`src/rtl/function_arbiter_pkg.sv`:
```
// Shared types and constants for the clocked function arbiter.
package function_arbiter_pkg;

    typedef enum logic [1:0] {
        IDLE    = 2'd0,
        GRANT   = 2'd1,
        RELEASE = 2'd2
    } arb_state_t;

    localparam int unsigned MODE_FIXED = 0;
    localparam int unsigned MODE_RR    = 1;

endpackage

```
`src/rtl/function_arbiter_if.sv`:
```
// Request/grant bundle between async requesters, the arbiter and the granted function.
interface function_arbiter_if #(
    parameter int unsigned N = 4
);
    localparam int unsigned W = $clog2(N);

    logic [N-1:0] reqs;
    logic         done;
    logic [N-1:0] sets;
    logic [W-1:0] sel;
    logic         fin;
    logic         busy;
    logic [N-1:0] dropped;

    modport master (
        output reqs, done,
        input  sets, sel, fin, busy, dropped
    );

    modport slave (
        input  reqs, done,
        output sets, sel, fin, busy, dropped
    );

endinterface

```
`src/rtl/function_arbiter_sync_edge.sv`:
```
// Per-line synchroniser followed by a registered rising-edge detector.
module req_sync_edge #(
    parameter int unsigned SYNC_STAGES = 2
) (
    input  logic clk,
    input  logic rst,
    input  logic a_in,
    output logic rise
);

    logic [SYNC_STAGES-1:0] chain;
    logic                   prev;

    always_ff @(posedge clk or posedge rst) begin
        if (rst) begin
            chain <= '0;
            prev  <= 1'b0;
            rise  <= 1'b0;
        end else begin
            chain <= {chain[SYNC_STAGES-2:0], a_in};
            prev  <= chain[SYNC_STAGES-1];
            rise  <= chain[SYNC_STAGES-1] & ~prev;
        end
    end

endmodule

```
`src/rtl/function_arbiter.sv`:
```
// Captures async request edges as pending bits and grants one function at a time
// with a 4-phase fin/done handshake, fixed-priority or round-robin.
module function_arbiter
    import function_arbiter_pkg::*;
#(
    parameter int unsigned N           = 4,
    parameter int unsigned MODE        = MODE_FIXED,
    parameter int unsigned SYNC_STAGES = 2
) (
    input logic               clk,
    input logic               rst,
    function_arbiter_if.slave bus
);

    localparam int unsigned W = $clog2(N);

    logic [N-1:0] rise;
    logic [N-1:0] pending;
    logic [W-1:0] ptr;
    arb_state_t   state;

    logic [N-1:0] sets_q;
    logic [W-1:0] sel_q;
    logic         fin_q;
    logic         busy_q;
    logic [N-1:0] dropped_q;

    logic         any_c;
    logic [W-1:0] win_c;
    logic [N-1:0] win_oh_c;
    logic [N-1:0] clr_c;
    logic [W-1:0] ptr_next_c;

    for (genvar i = 0; i < int'(N); i++) begin : g_sync
        req_sync_edge #(
            .SYNC_STAGES(SYNC_STAGES)
        ) u_sync (
            .clk (clk),
            .rst (rst),
            .a_in(bus.reqs[i]),
            .rise(rise[i])
        );
    end

    // Winner: rotate pending by ptr and priority-encode for round-robin, plain encode otherwise.
    always_comb begin
        logic [2*N-1:0] doubled;
        logic [N-1:0]   rotated;
        int unsigned    off;
        int unsigned    sum;
        doubled = {pending, pending};
        rotated = '0;
        off     = 0;
        sum     = 0;
        win_c   = '0;
        if (MODE == MODE_RR) begin
            rotated = N'(doubled >> ptr);
            for (int i = int'(N) - 1; i >= 0; i--) begin
                if (rotated[i]) off = unsigned'(i);
            end
            sum = off + 32'(ptr);
            if (sum >= N) sum = sum - N;
            win_c = W'(sum);
        end else begin
            for (int i = int'(N) - 1; i >= 0; i--) begin
                if (pending[i]) win_c = W'(i);
            end
        end
    end

    assign any_c      = |pending;
    assign win_oh_c   = N'(1) << win_c;
    assign clr_c      = (state == IDLE && any_c) ? win_oh_c : '0;
    assign ptr_next_c = (32'(win_c) == N - 1) ? '0 : W'(32'(win_c) + 1);

    // A fresh edge on the channel being granted this cycle re-arms it rather than dropping.
    always_ff @(posedge clk or posedge rst) begin
        if (rst) begin
            state     <= IDLE;
            pending   <= '0;
            ptr       <= '0;
            sets_q    <= '0;
            sel_q     <= '0;
            fin_q     <= 1'b0;
            busy_q    <= 1'b0;
            dropped_q <= '0;
        end else begin
            pending   <= (pending & ~clr_c) | rise;
            dropped_q <= rise & pending & ~clr_c;
            case (state)
                IDLE: begin
                    if (any_c) begin
                        state  <= GRANT;
                        sets_q <= win_oh_c;
                        sel_q  <= win_c;
                        fin_q  <= 1'b1;
                        busy_q <= 1'b1;
                        if (MODE == MODE_RR) ptr <= ptr_next_c;
                    end
                end
                GRANT: begin
                    if (bus.done) begin
                        state  <= RELEASE;
                        sets_q <= '0;
                        fin_q  <= 1'b0;
                    end
                end
                RELEASE: begin
                    if (!bus.done) begin
                        state  <= IDLE;
                        busy_q <= 1'b0;
                    end
                end
                default: begin
                    state  <= IDLE;
                    sets_q <= '0;
                    fin_q  <= 1'b0;
                    busy_q <= 1'b0;
                end
            endcase
        end
    end

    assign bus.sets    = sets_q;
    assign bus.sel     = sel_q;
    assign bus.fin     = fin_q;
    assign bus.busy    = busy_q;
    assign bus.dropped = dropped_q;

endmodule

```
`src/flat_wrapper.sv`:
```
// flat-port wrapper written by rule: the top's interface ports become plain ports
module function_arbiter_flat import function_arbiter_pkg::*;
#(
    parameter int unsigned N           = 4,
    parameter int unsigned MODE        = MODE_FIXED,
    parameter int unsigned SYNC_STAGES = 2
)
  (clk, rst, bus_reqs, bus_done, bus_sets, bus_sel, bus_fin, bus_busy, bus_dropped);
  function_arbiter_if #(.N(N)) bus_i ();
  input logic clk;
  input logic rst;
  input wire logic [$bits(bus_i.reqs)-1:0] bus_reqs;
  input wire logic [$bits(bus_i.done)-1:0] bus_done;
  output wire logic [$bits(bus_i.sets)-1:0] bus_sets;
  output wire logic [$bits(bus_i.sel)-1:0] bus_sel;
  output wire logic [$bits(bus_i.fin)-1:0] bus_fin;
  output wire logic [$bits(bus_i.busy)-1:0] bus_busy;
  output wire logic [$bits(bus_i.dropped)-1:0] bus_dropped;
  assign bus_i.reqs = bus_reqs;
  assign bus_i.done = bus_done;
  assign bus_sets = bus_i.sets;
  assign bus_sel = bus_i.sel;
  assign bus_fin = bus_i.fin;
  assign bus_busy = bus_i.busy;
  assign bus_dropped = bus_i.dropped;
  function_arbiter #(.N(N), .MODE(MODE), .SYNC_STAGES(SYNC_STAGES)) u_core (.clk(clk), .rst(rst), .bus(bus_i));
endmodule
```
`config.mk`:
```
export PLATFORM = sky130hd
export DESIGN_NAME = function_arbiter_flat
export DESIGN_NICKNAME = d
export VERILOG_FILES = /design/src/rtl/function_arbiter_pkg.sv /design/src/rtl/function_arbiter_if.sv /design/src/rtl/function_arbiter_sync_edge.sv /design/src/rtl/function_arbiter.sv /design/src/flat_wrapper.sv
export SDC_FILE = /design/constraint.sdc
export NUM_CORES = 1
export LEC_CHECK = 0
export BUFFER_PORTS_ARGS = -buffer_cell sky130_fd_sc_hd__buf_4
export CELL_PAD_IN_SITES_DETAIL_PLACEMENT = 1
export CELL_PAD_IN_SITES_GLOBAL_PLACEMENT = 1
export CORE_UTILIZATION = 36
export CTS_CLUSTER_SIZE = 28
export DETAILED_ROUTE_END_ITERATION = 10
export GPL_TIMING_DRIVEN = 0
export HOLD_SLACK_MARGIN = 0.03
export PLACE_DENSITY_LB_ADDON = 0.1
export SLEW_MARGIN = 20
export SYNTH_ARGS = -nofsm -noshare
export SYNTH_HDL_FRONTEND = slang
export SYNTH_SLANG_ARGS = --single-unit
```
`constraint.sdc`:
```
create_clock -name clk -period 1.6 [get_ports clk]
set_input_delay 0.08 -clock clk [delete_from_list [all_inputs] [get_ports clk]]
set_output_delay 0.08 -clock clk [all_outputs]
set_load 0.01 [all_outputs]
```
* After elaboration in Yosys (flattened, before gate mapping)
Cells that the tools add are included.
** Cells by class
- Eq/ne operators :: 5
- Shift operators :: 1
- Multiplexer cells :: 17
- Bitwise operators :: 15
- Reduce and logical (&&, ||, !) cells :: 7
** Operators with widths (number)
- $mux W2 :: 7
- $and A4 B4 Y4 :: 3
- $mux W4 :: 3
- $pmux W4 S3 :: 1
- $reduce_and A3 Y1 :: 3
- $not A1 Y1 :: 6
- $pmux W1 S3 :: 2
- $pmux W2 S3 :: 1
- $and A1 B1 Y1 :: 4
- $ne A2 B2 Y1 const B :: 2
- $not A4 Y4 :: 1
- $or A4 B4 Y4 :: 1
- $reduce_or A4 Y1 :: 1
- $shl A1 B2 Y4 const A :: 1
- $mux W1 :: 3
- $eq A2 B1 Y1 const B :: 1
- $eq A2 B2 Y1 const B :: 1
- $logic_not A2 Y1 :: 1
- $ne A2 B1 Y1 const B :: 1
- $reduce_and A2 Y1 :: 1
- $logic_and A1 B1 Y1 :: 1
** Word-level totals
- Register bits after elaboration :: 34
- Output and inout port bits :: 12
- Logic and storage cells :: 64

* Longest topological paths before layout
Gate-level depths: netlist of run 1.
- Depth in word-level cells :: 9
- Depth in mapped cells :: 5
- Depth with buffers taken out :: 3

* Cells and area by module
A second synthesis of run 1 with hierarchy kept.
** Unflattened totals
- Cells, all modules :: 94
- Area total of the unflattened synthesis :: 1216.2 um^2
** Modules (own cells, without submodules)
- function_arbiter :: instances 1, cells an instance 70, area each 745.7 um^2, sequential area each 450.4 um^2
- req_sync_edge :: instances 4, cells an instance 6, area each 117.6 um^2, sequential area each 100.1 um^2

* Worst setup path after synthesis of run 1
Ideal clock, no wire load.
- Path type :: flip-flop to flip-flop
- From :: reg u_core.state[1]
- To :: reg u_core.sets_q[3], in the netlist u_core.bus.sets[3]
- Setup time :: 0.065 ns
- Arrival :: 1.390 ns
- Data required time :: 1.535 ns
- Slack :: 0.145 ns
- Stages on the path, launching flop included :: 6
- Path buffers :: 2
- Period minus slack after synthesis :: 1.455 ns
- Path through :: dfrtp_1 buf_6 or4_4 buf_6 nor3b_2 o22a_1
** Between the ends
- Word-level cells in the longest chain between the ends :: 3
- Elaborated cells between the ends (all ways) :: 8
- Those cells by class :: eq/ne (4); mux (1); bitwise (1); reduce/logical (2)
** Ends and longest elaborated chain
- start, declared :: line function_arbiter.sv:20 : arb_state_t state;
- start signal, assigned :: line function_arbiter.sv:79 : state <= IDLE;
- start signal, assigned :: line function_arbiter.sv:93 : state <= GRANT;
- start signal, assigned :: line function_arbiter.sv:103 : state <= RELEASE;
- $eq A2 B1 Y1 (tied with other cells) :: line function_arbiter.sv:90 : case (state)
- $ne A2 B2 Y1 (no line) (tied with other cells)
- $reduce_and A3 Y1 (no line)
- end signal, assigned :: line function_arbiter.sv:94 : sets_q <= win_oh_c;
- end, declared :: line function_arbiter.sv:22 : logic [N-1:0] sets_q;
Several ways; a longest one is shown, not always the timed one.
A chain may end at the register's enable or synchronous reset.

* Final worst setup path of run 1
Ends and elaborated chain as after synthesis.

==> results.md, run 1 <==
- Worst slew margin: 52.6%
- Cell Pwr Density: 1620 nW/um^2
- Synth-to-Final Area Change: 26.0%
- Critical path fanouts, max: 10
- Via Count: 791
- Global-route wire length before repair: 3800 um
- Final min period: 1.53 ns
- Layout Skew: 0.00730 ns
- Wire per inst: 13.0 um
- First DRT Iteration DRCs: 27
- Total Routing Usage GR: 15.3%
- Gate Count Post-Synth: 91
- Peak supply drop: 0.725 mV
- PortBufs: 18
- Total negative slack: 0 ns
- Fmax achieved: 0.654 GHz
- Hold Violations, Final: 0
- Area of the core: 3130 um^2
- Seq/Total Area, Yosys: 70.4%
- Die W: 59.9 um
- Clock Path Buffers: 2
- Final #Nets: 129
- CTS tree: yes
- Synth Register Bits: 34
- Worst Path Required: 1.87 ns
- Final ANT Viol Nets: 0
- Mapped Nets: 98
- Final setup vio count: 0
- Total clock buffers created by CTS: 5
- Mapped Area: 1210 um^2
- # DRC: 0
- Clock power frac: 19.6%
- Diode count: 0
- Filler Cells Inserted: 333
- Final wirelength: 2170 um
- Row count: 20
- Reg power frac: 48.3%
- Status: finished, final reports clean
- GPL Wtd Cong: 0.707
- Mean post-synth cell area: 13.3 um^2
- Critical path arrival: 1.80 ns
- # clock sinks: 34
- Finished Layout Cells: 167
- Initial Utilization: 38.6%
- Most frequent cells in the layout: dfrtp_1, buf_4, nor2_1
- Gate power share: 32.1%
- Multi-input logic area: 313 um^2
- Clock root buffer master: clkbuf_4
- Final Max Slew Viols: 0
- Num ports: 19
- Warnings, synthesis: 0
- Worst-Skew Late Latency: 0.32 ns
- Worst Hold Class: reg2reg
- Max-cap violations: 0
- Nature of the critical path startpoint: flop
- Leak: 0.730 nW
- Switch share: 32.7%
- Grt ovf: 0
- Die area: 3590 um^2
- Worst Max-Slew Pin Slew: 0.710 ns
- H-tree levels: 2
- Cell variety after synth: 26
- Die height: 59.9 um
- Setup CP Type: reg2reg
- Largest net degree at the start of global routing: 35
- Sequential cell area: 851 um^2
- Initial antenna violation count: 0
- Vias/cell: 4.74
- Tcrit/Tclk final: 95.6%
- Register clock-pin slew on the reported worst setup and hold paths: 0.10 ns
- Crit end category: flop
- Vias in the first global route: 827
- Most common cell after layout, fill and taps aside: dfrtp_1
- Cell Int Power: 1.66 mW
- Half-perimeter wire length after placement: 1360 um
- TritonRoute pass-1 iters: 4
- RSZ-0062 raised after global routing: no
- NetSw: 0.806 mW
- Placed cell count: 153
- Share of cells above drive strength 1: 27.6%
[metrics by stage]
stage	total power [mW]	setup WS (ns)	hold slack (ns)	util, %	instance area [um^2]
floorplan	1.69	0.145	0.111	-	1210
global placement	1.96	0.0898	0.189	44.7	1400
detailed placement	1.99	0.0712	0.190	44.7	1400
CTS	2.51	0.0370	0.361	48.6	1520
global route	2.66	0.00684	0.367	48.7	1520
finish	2.46	0.0699	0.356	48.7	1520
[power by group through the flow]
stage / sequential (mW) / clock [mW] / combinational [mW]
2_1_floorplan: 1.21 / 0 / 0.473
3_3_place_gp: 1.19 / 0 / 0.767
3_5_place_dp: 1.21 / 0 / 0.784
4_1_cts: 1.19 / 0.519 / 0.798
5_1_grt: 1.22 / 0.550 / 0.891
6_report: 1.19 / 0.482 / 0.790
[cells in the mapped netlist]
cell type / n / area (um^2)
xnor2_1: 1 / 8.76
o21ai_1: 1 / 5.00
o22a_1: 1 / 8.76
a221oi_1: 1 / 8.76
o21a_1: 1 / 7.51
dfrtp_1: 34 / 851
o21ai_0: 4 / 20.0
buf_6: 2 / 22.5
nor3_1: 1 / 5.00
nor4_1: 1 / 6.26
nor2b_1: 6 / 37.5
a21o_1: 6 / 45.0
a21oi_1: 2 / 10.0
or4_4: 1 / 11.3
nor2_1: 9 / 33.8
clkbuf_1: 2 / 7.51
or3_1: 1 / 6.26
a211oi_1: 1 / 7.51
or2_2: 1 / 6.26
o221a_2: 1 / 11.3
a221o_1: 1 / 10.0
inv_1: 5 / 18.8
nand2_1: 2 / 7.51
and3_1: 3 / 18.8
o2bb2ai_1: 1 / 8.76
nor3b_2: 2 / 25.0
[critical path: stages, from the launching register on]
cell and delay, ns:
dfrtp_1 0.39, buf_6 0.14, or4_4 0.51, buf_6 0.15
nor3b_2 0.14, o22a_1 0.14
[registers in the layout (all words and copies together) (netlist names)]
signal	count
u_core.bus.busy	1
u_core.bus.dropped	4
u_core.bus.fin	1
u_core.bus.sel	2
u_core.bus.sets	4
u_core.g_sync.u_sync.chain	8
u_core.g_sync.u_sync.prev	4
u_core.g_sync.u_sync.rise	4
u_core.pending	4
u_core.state	2
[logic make-up after synthesis]
kind of cell / Yosys count / synth area share [%]
simple gates: 27 / 13.0
buf+inv: 9 / 4.04
flops: 34 / 70.4
compound gates: 20 / 11.8
xor+xnor: 1 / 0.725
[layout make-up]
type / instances / share of cell area, %
Buffer: 4 / 1.97
Clock buffer: 7 / 3.62
Clock inverter: 1 / 0.329
Inverter: 5 / 1.23
Multi-Input combinational cell: 48 / 20.5
Sequential cell: 34 / 55.9
Tap cell: 44 / 3.62
Timing Repair Buffer: 24 / 12.8
[final timing paths]
path                                                              end                                  startpoint  cells past startpoint  slack, ns
max                                    u_core.bus.sets[3]$_DFFE_PP0P_                 u_core.state[1]$_DFFE_PP0P_                      5       0.07
min                        u_core.g_sync[2].u_sync.chain[1]$_DFF_PP0_  u_core.g_sync[2].u_sync.chain[0]$_DFF_PP0_                      0       0.36
max reg2reg                            u_core.bus.sets[3]$_DFFE_PP0P_                 u_core.state[1]$_DFFE_PP0P_                      5       0.07
min reg2reg                u_core.g_sync[2].u_sync.chain[1]$_DFF_PP0_  u_core.g_sync[2].u_sync.chain[0]$_DFF_PP0_                      0       0.36
max in group asynchronous      u_core.g_sync[2].u_sync.prev$_DFF_PP0_                                         rst                      3       0.71
min in group asynchronous      u_core.g_sync[0].u_sync.prev$_DFF_PP0_                                         rst                      3       0.43
[timing repair]
| action | CTS | global route |
|---|---|---|
| hold buffers | 6 | 0 |
| gates resized for setup | 0 | 1 |
| setup endpoints to repair | 0 | 3 |
| buffers inserted | 0 | 0 |
| endpoints found under the hold margin | 40 | 0 |
[metal layers]
layer	vias up	wire, um	global-route usage (%)
met4	0	65	7.97
li1	371	-	-
met1	395	1020	19.0
met2	18	992	22.5
met5	-	0	0
met3	7	86	6.49
(Power assumes the default switching activity.)
==> run 2: changes to the inputs <==
--- a/config.mk
+++ b/config.mk
@@ -10,5 +10,5 @@
 export CELL_PAD_IN_SITES_GLOBAL_PLACEMENT = 1
 export CORE_UTILIZATION = 36
-export CTS_CLUSTER_SIZE = 28
+export CTS_CLUSTER_SIZE = 10
 export DETAILED_ROUTE_END_ITERATION = 10
 export GPL_TIMING_DRIVEN = 0
==> constraint.sdc (replaced) <==
create_clock -name clk -period 1.6 [get_ports clk]
set_input_delay 0.24 -clock clk [delete_from_list [all_inputs] [get_ports clk]]
set_output_delay 0.24 -clock clk [all_outputs]
set_load 0.01 [all_outputs]
==> results.md, run 2 (same netlist as run 1, synthesis figures left out) <==
- Final Instance Area: 1510 um^2
- Area of the core: 3130 um^2
- Row count: 20
- Sequential cell area: 851 um^2
- Final min period: 1.53 ns
- Gate power share: 32.0%
- H-tree levels: 2
- Critical path fanouts, max: 10
- Post-DP Area: 1400 um^2
- Largest net degree at the start of global routing: 35
- Final setup vio count: 0
- Worst slew margin: 52.6%
- Reg with most FFs: u_core.g_sync.u_sync.chain
- Num ports: 19
- CTS tree: yes
- Total power: 2.46 mW
- Flip-flop count of the largest register after layout: 8
- Diode count: 0
- Cell Int Power: 1.65 mW
- Clock root buffer master: clkbuf_4
- TritonRoute pass-1 iters: 4
- Final Max Slew Viols: 0
- Setup CP Type: reg2reg
- NetSw: 0.805 mW
- Final ANT Viol Nets: 0
- Total clock buffers created by CTS: 5
- Via Count: 789
- Most frequent cells in the layout: dfrtp_1, buf_4, nor2_1
- Clock Path Buffers: 2
- Half-perimeter wire length after placement: 1360 um
- Peak supply drop: 0.723 mV
- Initial antenna violation count: 0
- Worst Path Required: 1.87 ns
- Clock power frac: 19.6%
- # clock sinks: 34
- GPL Wtd Cong: 0.707
- Die W: 59.9 um
- Final #Nets: 128
- Reg power frac: 48.4%
- Cell Pwr Density: 1630 nW/um^2
- Tcrit/Tclk final: 95.6%
- First DRT Iteration DRCs: 27
- Vias/cell: 4.75
- Multi-input logic area: 313 um^2
- Worst Max-Slew Pin Slew: 0.710 ns
- Layout Skew: 0.00730 ns
- Critical path arrival: 1.80 ns
- Vias in the first global route: 827
- Filler Cells Inserted: 334
- Nature of the critical path startpoint: flop
- Most common cell after layout, fill and taps aside: dfrtp_1
- # DRC: 0
- Post-place setup slack: 0.0712 ns
- Die height: 59.9 um
- PortBufs: 18
- Worst-Skew Late Latency: 0.32 ns
- RSZ-0062 raised after global routing: no
- Fmax achieved: 0.653 GHz
- Final wirelength: 2160 um
- Fin worst setup slack: 0.0698 ns
- Die area: 3590 um^2
- Wire per inst: 13.0 um
- Grt ovf: 0
- Worst Hold Class: in2reg
- Crit end category: flop
- Max-cap violations: 0
- Share of cells above drive strength 1: 27.9%
- Total Routing Usage GR: 15.3%
- Synth-to-Final Area Change: 25.2%
- Global-route wire length before repair: 3800 um
- Register clock-pin slew on the reported worst setup and hold paths: 0.10 ns
- Hold Violations, Final: 0
- Initial Utilization: 38.6%
- Total negative slack: 0 ns
- Switch share: 32.7%
- Leak: 0.726 nW
- Status: finished, final reports clean
- Setup bufs post-CTS: 0
==> run 2: timing repair <==
item,4_1_cts,5_1_grt
gates resized for setup,0,1
endpoints found under the hold margin,6,0
setup endpoints to repair,0,3
hold buffers,5,0
==> run 2: critical path, cell delays in order (launching register included) <==
cell     delay, ns
dfrtp_1       0.39
buf_6         0.14
or4_4         0.51
buf_6         0.15
nor3b_2       0.14
o22a_1        0.14
==> run 2: final timing paths <==
| path | startpoint | end | slack, ns | cells after the start |
|---|---|---|---|---|
| worst max-delay path | u_core.state[1]$_DFFE_PP0P_ | u_core.bus.sets[3]$_DFFE_PP0P_ | 0.07 | 5 |
| worst min-delay path | bus_done | u_core.state[0]$_DFFE_PP0P_ | 0.13 | 2 |
| worst max register to register | u_core.state[1]$_DFFE_PP0P_ | u_core.bus.sets[3]$_DFFE_PP0P_ | 0.07 | 5 |
| worst min register to register | u_core.g_sync[2].u_sync.chain[0]$_DFF_PP0_ | u_core.g_sync[2].u_sync.chain[1]$_DFF_PP0_ | 0.36 | 0 |
| max in group asynchronous | rst | u_core.g_sync[2].u_sync.prev$_DFF_PP0_ | 0.55 | 3 |
| min in group asynchronous | rst | u_core.g_sync[0].u_sync.prev$_DFF_PP0_ | 0.59 | 3 |
==> run 2: cell type report <==
class | instances | share of cell area (%)
tap | 44 | 3.64
buffer | 4 | 1.99
timing repair buffer | 23 | 12.2
clock inverter | 1 | 0.331
inverter | 5 | 1.24
multi-input combinational | 48 | 20.7
sequential | 34 | 56.2
clock buffer | 7 | 3.64
==> run 2: power by group through the flow <==
stage / combinational [mW] / clock (mW) / sequential [mW]
floorplan: 0.473 / 0 / 1.21
global placement: 0.767 / 0 / 1.19
detailed placement: 0.784 / 0 / 1.21
CTS: 0.797 / 0.519 / 1.19
global route: 0.888 / 0.550 / 1.22
finish: 0.788 / 0.482 / 1.19
==> run 2: layer usage <==
layer	wire length, um	track usage, %	share of wire [%]	up-vias
met2	992	22.5	46	18
met4	65	7.97	3.0	0
li1	-	-	-	369
met1	1010	19.0	47	395
met3	86	6.49	4.0	7
met5	0	0	0	-
==> run 2: stage by stage <==
step	utilization, %	std cells	hold WS (ns)
floorplan	-	91	0.271
global placement	44.7	153	0.334
detailed placement	44.7	153	0.337
CTS	48.2	166	0.102
global route	48.4	166	0.110
finish	48.4	166	0.126
